$ cat config.mk
export PLATFORM = sky130hd
export DESIGN_NAME = stepper_seq_gen
export DESIGN_NICKNAME = d
export VERILOG_FILES = /design/src/rtl/stepper_seq_gen.sv
export SDC_FILE = /design/constraint.sdc
export NUM_CORES = 1
export LEC_CHECK = 0
export ABC_AREA = 1
export BUFFER_PORTS_ARGS = -buffer_cell sky130_fd_sc_hd__buf_4
export CELL_PAD_IN_SITES_DETAIL_PLACEMENT = 1
export CELL_PAD_IN_SITES_GLOBAL_PLACEMENT = 1
export CORE_MARGIN = 3
export CORE_UTILIZATION = 41
export DETAILED_ROUTE_END_ITERATION = 16
export PLACE_DENSITY = 0.78
export SETUP_SLACK_MARGIN = 0.1
export SLEW_MARGIN = 20
export SYNTH_ARGS = -nofsm -noshare
export SYNTH_HDL_FRONTEND = slang
export SYNTH_SLANG_ARGS = --single-unit
$ cat constraint.sdc
create_clock -name clk -period 2.7 [get_ports clk]
set_input_delay 0.675 -clock clk [delete_from_list [all_inputs] [get_ports clk]]
set_output_delay 0.675 -clock clk [all_outputs]
set_load 0.05 [all_outputs]
$ cat src/rtl/stepper_seq_gen.sv
`default_nettype none
// ============================================================================
//  Module   : stepper_seq_gen
//  Brief    : 4-coil stepper phase sequencer (wave / two-phase / half-step)
//             with internal rate divider, N-step moves and position count.
//  Revision : 1.0  initial release
// ============================================================================
module stepper_seq_gen #(
    parameter int CNT_W  = 16,
    parameter int STEP_W = 16,
    parameter int POS_W  = 16
) (
    input  logic              clk,
    input  logic              reset,
    input  logic              start,
    input  logic              stop,
    input  logic              dir,
    input  logic [1:0]        mode,
    input  logic [CNT_W-1:0]  period,
    input  logic [STEP_W-1:0] nsteps,
    input  logic              hold_en,
    output logic [3:0]        coils,
    output logic              busy,
    output logic              done,
    output logic              step_pulse,
    output logic [POS_W-1:0]  position
);

    localparam logic [0:0] c_ST_IDLE = 1'b0;
    localparam logic [0:0] c_ST_RUN  = 1'b1;

    logic [0:0]        r_state,     w_state_nxt;
    logic [2:0]        r_index,     w_index_nxt;
    logic [POS_W-1:0]  r_position,  w_position_nxt;
    logic [CNT_W-1:0]  r_div,       w_div_nxt;
    logic [STEP_W-1:0] r_remaining, w_remaining_nxt;
    logic [CNT_W-1:0]  r_period,    w_period_nxt;
    logic              r_dir,       w_dir_nxt;
    logic              r_half,      w_half_nxt;
    logic              r_two,       w_two_nxt;
    logic              r_first,     w_first_nxt;
    logic [3:0]        r_coils,     w_coils_nxt;
    logic              r_busy,      w_busy_nxt;
    logic              r_done,      w_done_nxt;
    logic              r_step,      w_step_nxt;

    logic [CNT_W-1:0]  w_period_in;
    logic              w_snap;
    logic [2:0]        w_mag;
    logic [2:0]        w_index_step;
    logic [POS_W-1:0]  w_position_step;

    function automatic logic [3:0] phase_of(input logic [2:0] idx);
        logic [3:0] pat;
        case (idx)
            3'd0:    pat = 4'b1000;
            3'd1:    pat = 4'b1010;
            3'd2:    pat = 4'b0010;
            3'd3:    pat = 4'b0110;
            3'd4:    pat = 4'b0100;
            3'd5:    pat = 4'b0101;
            3'd6:    pat = 4'b0001;
            default: pat = 4'b1001;
        endcase
        return pat;
    endfunction

    assign w_period_in = (period == '0) ? CNT_W'(1) : period;

    // Full-step modes may start on an index of the wrong parity; the first
    // step of the move then takes a single half-step to land on a valid one.
    assign w_snap = ~r_half & r_first & (r_two ? ~r_index[0] : r_index[0]);
    assign w_mag  = (r_half | w_snap) ? 3'd1 : 3'd2;

    assign w_index_step    = r_dir ? (r_index + w_mag) : (r_index - w_mag);
    assign w_position_step = r_dir ? (r_position + POS_W'(w_mag))
                                   : (r_position - POS_W'(w_mag));

    always_comb begin
        w_state_nxt     = r_state;
        w_index_nxt     = r_index;
        w_position_nxt  = r_position;
        w_div_nxt       = r_div;
        w_remaining_nxt = r_remaining;
        w_period_nxt    = r_period;
        w_dir_nxt       = r_dir;
        w_half_nxt      = r_half;
        w_two_nxt       = r_two;
        w_first_nxt     = r_first;
        w_done_nxt      = 1'b0;
        w_step_nxt      = 1'b0;

        case (r_state)
            c_ST_IDLE: begin
                if (start && !stop) begin
                    if (nsteps != '0) begin
                        w_state_nxt     = c_ST_RUN;
                        w_dir_nxt       = dir;
                        w_half_nxt      = mode[1];
                        w_two_nxt       = (mode == 2'b01);
                        w_period_nxt    = w_period_in;
                        w_remaining_nxt = nsteps;
                        w_div_nxt       = w_period_in - CNT_W'(1);
                        w_first_nxt     = 1'b1;
                    end else begin
                        w_done_nxt = 1'b1;
                    end
                end
            end
            default: begin
                // Abort has priority over a step event in the same cycle.
                if (stop) begin
                    w_state_nxt = c_ST_IDLE;
                    w_done_nxt  = 1'b1;
                end else if (r_div == '0) begin
                    w_index_nxt     = w_index_step;
                    w_position_nxt  = w_position_step;
                    w_remaining_nxt = r_remaining - STEP_W'(1);
                    w_div_nxt       = r_period - CNT_W'(1);
                    w_first_nxt     = 1'b0;
                    w_step_nxt      = 1'b1;
                    if (r_remaining == STEP_W'(1)) begin
                        w_state_nxt = c_ST_IDLE;
                        w_done_nxt  = 1'b1;
                    end
                end else begin
                    w_div_nxt = r_div - CNT_W'(1);
                end
            end
        endcase

        w_busy_nxt  = (w_state_nxt == c_ST_RUN);
        w_coils_nxt = (w_busy_nxt || hold_en) ? phase_of(w_index_nxt) : 4'b0000;
    end

    always_ff @(posedge clk) begin
        if (reset) begin
            r_state     <= c_ST_IDLE;
            r_index     <= '0;
            r_position  <= '0;
            r_div       <= '0;
            r_remaining <= '0;
            r_period    <= '0;
            r_dir       <= 1'b0;
            r_half      <= 1'b0;
            r_two       <= 1'b0;
            r_first     <= 1'b0;
            r_coils     <= 4'b0000;
            r_busy      <= 1'b0;
            r_done      <= 1'b0;
            r_step      <= 1'b0;
        end else begin
            r_state     <= w_state_nxt;
            r_index     <= w_index_nxt;
            r_position  <= w_position_nxt;
            r_div       <= w_div_nxt;
            r_remaining <= w_remaining_nxt;
            r_period    <= w_period_nxt;
            r_dir       <= w_dir_nxt;
            r_half      <= w_half_nxt;
            r_two       <= w_two_nxt;
            r_first     <= w_first_nxt;
            r_coils     <= w_coils_nxt;
            r_busy      <= w_busy_nxt;
            r_done      <= w_done_nxt;
            r_step      <= w_step_nxt;
        end
    end

    assign coils      = r_coils;
    assign busy       = r_busy;
    assign done       = r_done;
    assign step_pulse = r_step;
    assign position   = r_position;

endmodule
`default_nettype wire

### Word level (Yosys, flattened, before mapping)

Index checks and enable logic that the tools add are counted.

| cells by class | value |
|---|---|
| bitwise gates (word level) | 8 |
| equality and inequality tests | 10 |
| reductions and logical operators | 15 |
| multiplexer cells | 37 |
| add/subtract/negate cells | 8 |

Operators with widths:

| kind | number |
|---|---|
| 2-to-1 mux 16 bit | 12 |
| subtractor 16 x 1 -> 16 bit (second input constant) | 4 |
| logical NOT 16 bit | 2 |
| one-hot mux 4 bit (7 select lines) | 1 |
| 2-to-1 mux 1 bit | 19 |
| adder 16 x 2 -> 16 bit | 1 |
| equality test 16 x 1 -> 1 bit (second input constant) | 1 |
| nonzero test 16 bit | 1 |
| subtractor 16 x 2 -> 16 bit | 1 |
| 2-to-1 mux 3 bit | 4 |
| equality test 3 bit (second input constant) | 3 |
| AND reduction 3 bit | 3 |
| equality test 3 x 2 -> 1 bit (second input constant) | 2 |
| inverter 1 bit | 5 |
| AND reduction 4 bit | 1 |
| nonzero test 2 bit | 2 |
| adder 3 x 2 -> 3 bit | 1 |
| equality test 3 x 1 -> 1 bit (second input constant) | 1 |
| logical NOT 3 bit | 1 |
| OR reduction 3 bit | 1 |
| subtractor 3 x 2 -> 3 bit | 1 |
| bitwise AND 1 bit | 2 |
| equality test 2 x 1 -> 1 bit (second input constant) | 1 |
| 2-to-1 mux 2 bit | 1 |
| other kinds (7) | 7 |

| word-level totals | value |
|---|---|
| flip-flop bits (word level) | 78 |
| logic and storage cells | 91 |
| input port bits | 40 |
| output and inout bits | 23 |

### Depth between registers and ports, before layout

| depth | value |
|---|---|
| depth in word-level cells | 12 |
| mapped depth | 16 |
| gate-level depth less buffers | 15 |

### Worst setup path after synthesis

Ideal clock, no wire load.

| timing path | value |
|---|---|
| kind | register -> register |
| from | reg r_index[0] |
| to | reg r_position[10] (netlist: position[10]) |
| clock period less this slack | 2275 ps |
| buffers on the path | 0 |
| arrival time | 2166 ps |
| stages on the path, launching flop included | 14 |
| slack | 425 ps |
| required time | 2591 ps |
| setup time | 109 ps |
| path through | dfxtp_1 > o21ai_0 > o21ai_0 > nand2_1 > fa_1 > nand3_1 > a31oi_1 > nor2_1 > o21ai_0 > a21oi_1 > xor2_1 > nand2_1 > nand2_1 > inv_1 |

| on the way | value |
|---|---|
| word-level cells in the longest chain between the ends | 7 |
| elaborated cells on any way between the ends | 8 |
| classes of those cells | add/sub: 2; mux: 3; bitwise: 3 |

Ends and longest elaborated chain:

| item | line | source |
|---|---|---|
| start: declaration | 33 | `logic [2:0] r_index, w_index_nxt;` |
| start signal: assignment | 154 | `r_index <= w_index_nxt;` |
| inverter 1 bit | 72 | `assign w_snap = ~r_half & r_first & (r_two ? ~r_index[0] : r_index[0]);` |
| 2-to-1 mux 1 bit * | 72 |  |
| bitwise AND 1 bit * | 72 |  |
| bitwise OR 1 bit * | 73 | `assign w_mag = (r_half \| w_snap) ? 3'd1 : 3'd2;` |
| 2-to-1 mux 2 bit * | 73 |  |
| subtractor 16 x 2 -> 16 bit / adder 16 x 2 -> 16 bit (equally long branches) | 77, 76 |  |
| 2-to-1 mux 16 bit * | 76 | `assign w_position_step = r_dir ? (r_position + POS_W'(w_mag))` |
| end signal: assignment | 155 | `r_position <= w_position_nxt;` |
| end: declaration | 34 | `logic [POS_W-1:0] r_position, w_position_nxt;` |

Every way passes the cells marked *; elsewhere a longest branch is shown, timed or not.
A chain may end at the register's enable or synchronous reset.

### Final worst setup path

Ends and elaborated chain as after synthesis.

==> reports/metrics.cfg <==
[pwr]
p_sw_uw = 992
vdd_ir_drop_max_uv = 326
static-leakage-power_nw = 2.95
powerDensity_nw_per_um2 = 543
netSwitchingFraction_pct = 31.2
p_int_mw = 2.19
p_clk_share_pct = 38.4
power.total_mw = 3.18
power_frac_comb_pct = 21.7
seq_power_share_pct = 39.9

[floorplanning]
start_util_pct = 42.5
core_um2 = 11600
dieArea_um2 = 13300
die_w_um = 115
io_pins = 63
dieHeight_um = 115
floorplan.rows = 39

[clocking]
clk_latency_ns = 0.34
cts_tree = yes
hold_buffers = 0
numCtsBuffers = 9
numClockSinks = 78
root_buffer = clkbuf_16
ctsLongestPathBuffers = 2
clkTransAtPathRegs_ns = 0.06
htree_levels = 3

[finish]
post-route-util_pct = 50.7
layoutNonFillerInstCount = 979
antenna_cells = 0
multiInputGateArea_um2 = 2880
seqCellArea_um2 = 1560
area_growth_pct = 19.3
fillers = 1581
final_net_count = 893
drive_above_1_share_pct = 12.6

[drt]
met3WireLength_um = 749
vias = 5264
finalWirelength_mm = 15.5
first_pass_iters = 4
viasPerCell = 5.38
drc = 0
ant_nets = 0
drtIter0Drc = 244
wl_per_cell_um = 15.8
drt-met1-wl_mm = 6.78
wl_met2_mm = 7.69
route.top_layer_used = met4

[flow_run]
drv_cap = 0

[timing]
finalCritPeriodShare_pct = 90.7
min_period_ns = 2.45
finClkSkew_ns = 0.00539
drv_slew = 0
rsz0062_at_grt = no
finalSetupTns_ns = 0
slew_headroom_pct = 47.7
worstMarginPinSlew_ns = 0.783
maxClockFrequency_mhz = 408
setup_violations = 0
hold_violations = 0

[worst_setup_path]
critical-path-max-stage-delay_ns = 0.41
crit_path_cell_trace = nand2_1, inv_1, o21ai_4, ha_1, fa_1, nand3_1, a31oi_1, nor2_1, o21ai_1, a21oi_1, xor2_1, nand2_1, nand2_1, inv_1
path_common_cell = nand2_1
required_ns = 2.94
critPathKind = flip-flop to flip-flop
path_delay_family = adder cells
cp_data_arrival_time_ns = 2.69
critPathBufInv = 2
critPathSlowestCell = fa_1
critPathMaxFanout = 4
setup.worst_path.end_class = flip-flop
startpoint_type = flip-flop

[global_routing]
grt_pass1_vias = 5464
grt_max_degree = 41
overflow = 0
grt_first_pass_wirelength_mm = 25.8
antenna_found_initial = 0
grt.total_usage_pct = 24.1

[yosys]
synth_compound_area_share_pct = 17.6
yosysWarnings = 0
ys_ff_latch = 78
synth_ff_type = dfxtp_1
synthSimpleGateAreaFrac_pct = 32.0
synthArstFlopShare_pct = 0
netlist_area_um2 = 4910
synth_cells = 772
synth_edf_count = 0
synth_top_family_by_area = simple AND/OR/NAND/NOR gates
synth_area_leaders = dfxtp_1 (32%), nand2_1 (13%), nor2_1 (9.3%)
synth_cell_types = 35
yosysSeqAreaShare_pct = 31.8
synthMuxAreaShare_pct = 0
syn_nets = 833
synth_fa_ha_area_share_pct = 5.66
yosys-top-cells-count = nand2_1 (169), nor2_1 (122), inv_1 (93)
synth_top_area_share_pct = 31.8
yosysTopAreaCell = dfxtp_1
yosysMostFrequentCell = nand2_1
syn_area_per_cell_um2 = 6.36
synthXorXnorAreaFrac_pct = 2.85

[run_status]
status = finished, final reports clean

[place]
portBuffers = 62
numPlacedInstances = 963
dp_hpwl_mm = 11.7
gp_congestion = 0.853

[min_path]
hp-class = flip-flop to flip-flop

==> layout by cell type, fill, tap and decap left out, types with 3 or more instances in the layout <==
master	instances
clkbuf_16	9
o21ai_0	67
xor2_1	8
a31oi_1	8
buf_4	76
ha_1	19
nor3_1	6
nor4_1	6
inv_1	93
a21o_1	4
nor2_1	122
nand2_1	168
o31ai_1	4
o21ai_1	3
a21oi_1	53
xnor2_1	8
o21bai_1	4
a211oi_1	6
nand4_1	7
dfxtp_1	76
nand3_1	60
==> worst register-to-register path: cells and delay by family, from the launching register on <==
family | cells | cell delay [ns]
buffers and inverters | 2 | 0.15
AO/OA/AOI/OAI | 4 | 0.52
flip-flops | 1 | 0.36
adder cells (fa/ha/maj) | 2 | 0.64
AND/OR/NAND/NOR | 5 | 0.49
XOR/XNOR | 1 | 0.18
==> state kept, by name, summed over array words and instances (netlist names), 3 cells and up <==
name         flops
position        16
r_div           16
r_period        16
r_index          3
coils            4
r_remaining     16
==> power groups by stage <==
stage                     clock network, mW  logic, mW  registers (mW)
after global placement                    0      0.651            1.29
after CTS                              1.25      0.690            1.27
final                                  1.22      0.691            1.27
after global routing                   1.30      0.783            1.28
after floorplan                           0      0.458            1.29
after detailed placement                  0      0.681            1.29
==> final cells by class <==
cell class,count,share of cell area [%]
repair buffers,77,10.1
clock inverters,4,0.812
well taps,143,3.05
flip-flops and latches,78,26.7
multi-input cells,571,49.1
inverters,95,6.09
clock buffers,11,4.14
==> timing repair <==
item / 4_1_cts / 5_1_grt
gates resized for setup: 3 / 8
buffers inserted: 0 / 1
pin swaps: 0 / 2
endpoints found under the hold margin: 0 / 0
setup endpoints to repair: 6 / 8
==> metrics by stage <==
step	hold slack [ns]	cell area (µm²)	setup slack, ns
floorplan	0.437	4910	0.425
global placement	0.457	5540	0.000141
detailed placement	0.466	5540	-0.0909
CTS	0.474	5830	0.128
global route	0.497	5860	0.0427
finish	0.477	5860	0.251
==> logic make-up after synthesis <==
| group | count (synthesis) |
|---|---|
| buffers and inverters | 123 |
| AO/OA/AOI/OAI | 158 |
| XOR/XNOR | 16 |
| adder cells (fa/ha/maj) | 21 |
| AND/OR/NAND/NOR | 376 |
| flip-flops | 78 |
==> path summary, 6_finish.rpt <==
kind           startpoint           end  slack, ns  cells after the start
max            r_index[0]  position[10]       0.25                     14
max reg2reg    r_index[0]  position[10]       0.25                     14
min          r_period[10]  r_period[10]       0.48                      2
min reg2reg  r_period[10]  r_period[10]       0.48                      2
==> layer usage <==
metal / track usage, % / vias up
met5: 0 / -
met3: 5.48 / 21
met4: 6.10 / 0
met1: 29.7 / 2520
li1: - / 2634
met2: 42.5 / 89
No activity file was read; power rests on OpenSTA's default activity.
